==> src/rtl/fifo_read_serializer.sv <==
// fifo_read_serializer
//
// Read-side consumer for a first-word-fall-through FIFO. Pops one IN_WIDTH
// word into a holding register and presents it as IN_WIDTH/OUT_WIDTH slices
// on a valid/ready stream, with m_last marking the final slice of each word.
//
// Parameters
//   IN_WIDTH   FIFO word width (integer multiple of OUT_WIDTH)
//   OUT_WIDTH  output slice width
//   LSB_FIRST  1: slice 0 is bits [OUT_WIDTH-1:0]; 0: slice 0 is the MS slice
//
// Ports
//   rclk        FIFO read-side clock
//   rst         synchronous reset, active-high
//   fifo_dout   FIFO head word (valid while fifo_empty=0)
//   fifo_empty  FIFO empty flag
//   fifo_rget   single-cycle pop strobe to the FIFO
//   flush       drop the word in progress / suppress a pop
//   m_data      current slice
//   m_valid     slice valid
//   m_last      final slice of the word
//   m_ready     downstream accept
//   busy        a word is held (state SEND)
//   word_count  saturating count of pops (only with FIFO_READ_SERIALIZER_WORDCNT_EN)
//
// Optional feature macro: FIFO_READ_SERIALIZER_WORDCNT_EN
//
// state | meaning
// ------+--------------------------------------------------------------
// IDLE  | no word held; pops the FIFO head as soon as it is non-empty
// SEND  | word held; slices presented in order until the last is accepted
module fifo_read_serializer #(
   parameter int IN_WIDTH  = 32,
   parameter int OUT_WIDTH = 8,
   parameter bit LSB_FIRST = 1'b1
) (
   input  logic                 rclk,
   input  logic                 rst,
   input  logic [IN_WIDTH-1:0]  fifo_dout,
   input  logic                 fifo_empty,
   output logic                 fifo_rget,
   input  logic                 flush,
   output logic [OUT_WIDTH-1:0] m_data,
   output logic                 m_valid,
   output logic                 m_last,
   input  logic                 m_ready,
   output logic                 busy
`ifdef FIFO_READ_SERIALIZER_WORDCNT_EN
   ,
   output logic [31:0]          word_count
`endif
);

   localparam int N     = IN_WIDTH / OUT_WIDTH;
   localparam int IDX_W = (N > 1) ? $clog2(N) : 1;
   localparam logic [IDX_W-1:0] IDX_LAST = IDX_W'(N - 1);

   typedef enum logic {
      IDLE = 1'b0,
      SEND = 1'b1
   } state_t;

   state_t                         state;
   state_t                         state_nxt;
   logic [IDX_W-1:0]               idx;
   logic [IDX_W-1:0]               idx_nxt;
   logic [IDX_W-1:0]               sel;
   logic [N-1:0][OUT_WIDTH-1:0]    hold;
   logic                           load;
   logic                           at_last;

   assign at_last = (idx == IDX_LAST);

   // Slice selection only depends on registered state, so m_data stays
   // stable for as long as the beat is stalled.
   always_comb begin
      sel = LSB_FIRST ? idx : (IDX_LAST - idx);
      m_data = hold[sel];
   end

   always_ff @(posedge rclk) begin
      if (rst) begin
         state <= IDLE;
         idx   <= '0;
         hold  <= '0;
      end else begin
         state <= state_nxt;
         idx   <= idx_nxt;
         if (load) begin
            hold <= fifo_dout;
         end
      end
   end

   // No lookahead pop in SEND: the FIFO needs two cycles to present a fresh
   // head, and SEND always lasts at least one cycle, so IDLE never samples a
   // stale head. The pop is also held off during reset so a word is never
   // removed from the FIFO without being captured.
   always_comb begin
      state_nxt = state;
      idx_nxt   = idx;
      load      = 1'b0;
      fifo_rget = 1'b0;
      m_valid   = 1'b0;
      m_last    = 1'b0;
      busy      = 1'b0;
      case (state)
         IDLE: begin
            if (!rst && !fifo_empty && !flush) begin
               fifo_rget = 1'b1;
               load      = 1'b1;
               idx_nxt   = '0;
               state_nxt = SEND;
            end
         end
         SEND: begin
            m_valid = 1'b1;
            m_last  = at_last;
            busy    = 1'b1;
            if (flush) begin
               idx_nxt   = '0;
               state_nxt = IDLE;
            end else if (m_ready) begin
               if (at_last) begin
                  idx_nxt   = '0;
                  state_nxt = IDLE;
               end else begin
                  idx_nxt = idx + IDX_W'(1);
               end
            end
         end
         default: begin
            state_nxt = IDLE;
         end
      endcase
   end

`ifdef FIFO_READ_SERIALIZER_WORDCNT_EN
   // Flush deliberately leaves the count alone: it tracks words taken from
   // the FIFO, not words delivered downstream.
   always_ff @(posedge rclk) begin
      if (rst) begin
         word_count <= '0;
      end else if (fifo_rget && (word_count != 32'hFFFF_FFFF)) begin
         word_count <= word_count + 32'd1;
      end
   end
`endif

endmodule

==> config.mk <==
export PLATFORM = sky130hd
export DESIGN_NAME = fifo_read_serializer
export DESIGN_NICKNAME = d
export VERILOG_FILES = /design/src/rtl/fifo_read_serializer.sv
export SDC_FILE = /design/constraint.sdc
export NUM_CORES = 1
export LEC_CHECK = 0
export BUFFER_PORTS_ARGS = -buffer_cell sky130_fd_sc_hd__buf_2
export CORE_UTILIZATION = 50
export CTS_BUF_LIST = sky130_fd_sc_hd__clkbuf_4 sky130_fd_sc_hd__clkbuf_8 sky130_fd_sc_hd__clkbuf_16
export CTS_CLUSTER_SIZE = 16
export DETAILED_ROUTE_END_ITERATION = 7
export GPL_TIMING_DRIVEN = 0
export HOLD_SLACK_MARGIN = 0.15
export PLACE_DENSITY = 0.78
export SLEW_MARGIN = 10
export SYNTH_ARGS = -nofsm -noshare
export SYNTH_HDL_FRONTEND = slang
export SYNTH_SLANG_ARGS = --single-unit
==> constraint.sdc <==
create_clock -name rclk -period 1.8 [get_ports rclk]
set_input_delay 0.36 -clock rclk [delete_from_list [all_inputs] [get_ports rclk]]
set_output_delay 0.36 -clock rclk [all_outputs]
set_load 0.005 [all_outputs]
# Yosys cells after proc, flatten, opt, wreduce, memory -nomap -nowiden
# Index checks and enable logic that the tools add are counted.
# Widths: inputs -> output; s select.
[classes] add_sub_neg=1 multipliers=0 div_mod_pow=0 n_lt_le_gt_ge=1 n_eq_ne=3 n_shift=0 mux=15 bitwise_logic=1 reduce_logical=6
[op_table] op="$bmux 8 s2" count=1
[op_table] op="$mux 2" count=4
[op_table] op="$mux 8" count=1
[op_table] op="$mux 1" count=7
[op_table] op="$pmux 2 s2" count=1
[op_table] op="$logic_not 1->1" count=3
[op_table] op="$lt 2x3->1 const B" count=1
[op_table] op="$ne 3x3->1 const B" count=1
[op_table] op="$add 2x1->2 const B" count=1
[op_table] op="$eq 2x2->1 const B" count=1
[op_table] op="$logic_and 1x1->1" count=2
[op_table] op="$ne 2x2->1 const B" count=1
[op_table] op="$pmux 1 s2" count=1
[op_table] op="$reduce_and 2->1" count=1
[op_table] op="$not 1->1" count=1
[totals] register_bits=35 latch_bits=0 ramBits=0 romBits=0 wordCells=33 n_memories=0

# Depth between registers and ports, before layout
[depth] depth_word=5 ltp_mapped=6 ltp_nobuf=4

# Worst setup path after synthesis
# OpenSTA, ideal clock, no wires.
[synth_path] kind="register -> output" startpoint="register idx[0]" endpoint="output m_data[0]" arrival_time_ps=1140 t_required_ps=1440 setup_slack_ps=300 path_stages_with_launch=3 path_buffers=1 cell_sequence="dfxtp_1 buf_2 mux4_2"
[synth_between] elab_chain_cells=2
[synth_lines] element="start, declared" line="65" text="logic [IDX_W-1:0] idx;"
[synth_lines] element="start signal, assigned" line="88" text="idx <= idx_nxt;"
[synth_lines] element="$bmux 8 s2" line="78" text="m_data = hold[sel];"
[synth_lines] element="$mux 8 (not written as such)" line="78"
[synth_lines] element="end, declared" line="43" text="output logic [OUT_WIDTH-1:0] m_data,"
# No other way between the ends. The select of a mux whose other input is x is not followed.

# Final worst setup path
[layout_path] startpoint="register idx[0]" endpoint="output m_data[5]"
# Same word-level chain as after synthesis.

==> out/qor.txt <==
Die Y: 57.91 um
R2R depth: 4
share of layout cells above drive strength 1: 35.24%
worst-path cell chain: buf_8 -> mux4_2 -> buf_2
dominant delay contributor by cell family on the critical path: multiplexers
clock skew: 0.01141 ns
Syn Area/Cell: 9.193 sq um
r2r endpoint: idx[1]
Seq/Total Area, Yosys: 44.84%
gr usage total: 22.89%
H-Tree Depth: 2
vias per cell: 5.353
Mapped Area: 1563 sq um
violated checks: design-rule violations, negative setup slack
gate count of the mapped netlist: 170
vias in the first global route: 1,288
Worst path slowest cell: mux4_2
crit start category: flop
total grt overflow: 0
Worst Path Class, Setup: flop to output pin
CP required: 1.44 ns
Post-synth top cells: dfxtp_1, nand2_1, nand2b_1, o21ai_0, o21ai_1
total wire length: 3.592 mm
Final nets: 265
initial drt markers: 74
die width: 57.91 um
initial antenna violation count: 0
# diodes: 0
via count: 1,381
CP max stage delay: 0.50 ns
routability cong.: 0.8185
Max-cap violations: 0
CTS tree: yes
syn nets: 208
Synth async-reset ratio: 0%
Synth Flop Type: dfxtp_1
top cells by area, synth: dfxtp_1, nand2b_1, mux4_2, nand2_1, o21ai_0
num rows: 19
Setup crit start: idx[0]
PortBufs: 47
clk_lat worst skew: 0.33 ns
IO Count: 49
Critical Path Sink Type: output pin
peak supply drop: 0.5166 mV
status: complete, but fails checks
CP Depth: 3
initial core utilization: 54.78%
critical path capture point: m_data[5]
synthesis-stage register bit count: 35
RSZ-0062 raised after global routing: true
FF-to-FF setup slack: 0.47 ns
Leak: 0.8038 nW
worst slack at placement: 0.05807 ns
Inserted Clock Buffers: 5
min cycle time layout: 1.867 ns
most common cell in the netlist: dfxtp_1
PD cells: 739.7 nW/um^2
fin util: 68.07%
Layout area overhead: 24.26%
HPWL Detailed: 2.514 mm
root buffer cell: clkbuf_4
Slew @ Worst Pin: 0.4277 ns
EDFF count, synth: 0
Yosys warning count: 0
Die Area: 3353 sq um
Final Cycle Share: 103.7%
clock tree buffer depth: 2
first-pass GRT wire length: 5.706 mm
CTS clk-pin slew, worst paths: 0.11 ns
hold-fix buffers at CTS: 0
Final ANT Viol Nets: 0
# clock sinks: 35
count of final max-slew check failures: 0
Fmax: 0.5356 GHz
drt wl/cell: 13.92 um
Critical R2R Launch: idx[0]
WP data arrival: 1.51 ns
CP Buf/Inv Count: 2
slew margin rel.: 71.48%
DRC: 4
largest net degree at the start of global routing: 11
CP Max Fanout: 5
post-synth top area cell: dfxtp_1
Hold WC Path Type: input pin to flop
top-area cell type share of the netlist area: 44.84%
core area: 2853 sq um
final worst-path setup slack: -0.06698 ns
final hold vios: 0
setup violators final: 8
Synth cell types: 21
drt first pass iters: 6
[routing by layer]
metal | GRT usage, % | vias up | part of all wire [%]
li1 | - | 684 | -
met1 | 30.17 | 636 | 42
met2 | 36.78 | 55 | 49
met3 | 6.920 | 6 | 7.7
met4 | 6.122 | 0 | 1.3
met5 | 0 | - | 0
[sequential cells by signal, indices dropped and copies added (netlist names)]
signal / cells
hold: 32
idx: 2
state: 1
[worst min-delay path by stage]
stage                              from  depth (start not counted)       end
after floorplan                hold[29]                          2  hold[29]
after CTS                  fifo_dout[1]                          3   hold[1]
after global placement         hold[15]                          2  hold[15]
final                      fifo_dout[1]                          3   hold[1]
after global routing      fifo_dout[27]                          3  hold[27]
after detailed placement       hold[29]                          2  hold[29]
[through the flow]
| stage | area (sq um) | hold slack, ns | cells | total power [W] | setup TNS, ns |
|---|---|---|---|---|---|
| 5_1_grt | 1942 | 0.2057 | 258 | 0.001513 | -0.8515 |
| 6_report | 1942 | 0.2128 | 258 | 0.001436 | -0.3946 |
| 4_1_cts | 1929 | 0.2081 | 258 | 0.001439 | -0.3808 |
| 3_5_place_dp | 1837 | 0.4534 | 248 | 0.001019 | 0 |
| 3_3_place_gp | 1837 | 0.4507 | 248 | 0.001012 | 0 |
| 2_1_floorplan | 1563 | 0.4387 | 170 | 0.0009406 | 0 |
[placed cells by master, fill, tap and decap left out, types with 2 or more instances in the layout]
master,synthesis,layout
a21oi_1,2,2
o21ai_0,24,24
clkbuf_1,4,4
clkbuf_4,0,6
nand2b_1,32,32
nor2_1,2,2
buf_4,6,9
dfxtp_1,35,33
nor2b_1,2,2
nand2_1,34,34
mux4_2,8,8
o21ai_1,9,9
buf_2,3,48
[cell families after synthesis]
kind of cell	count (synthesis)	synth area share, %
compound gates	37	12.33
fa+ha+maj	1	0.8005
buf+inv	14	5.524
flops	35	44.84
mux	9	12.25
simple gates	74	24.26
[worst min-delay path: stages]
cell and delay (ns):
buf_2 0.07, nand2_1 0.03, o21ai_0 0.05
[area by class of cell]
| cell class | instances | area, sq um |
|---|---|---|
| sequential | 35 | 705.7 |
| tap | 31 | 38.79 |
| timing repair buffer | 50 | 257.7 |
| multi-input combinational | 121 | 784.5 |
| clock buffer | 6 | 51.30 |
| clock inverter | 1 | 5.005 |
| fill | 250 | 910.9 |
| buffer | 14 | 98.84 |
[what timing repair did]
action	CTS	global route
resized for setup	6	3
setup endpoints to repair	9	9
gates cloned	1	0
buffers inserted	2	0
pin swaps	1	0
[report_power, final]
| group | internal (W) | total, W | switching (W) |
|---|---|---|---|
| Clock | 0.000181 | 0.000430 | 0.000249 |
| Combinational | 0.0000958 | 0.000170 | 0.0000743 |
| Sequential | 0.000813 | 0.000837 | 0.0000237 |
Power figures use the tool's default switching activity.
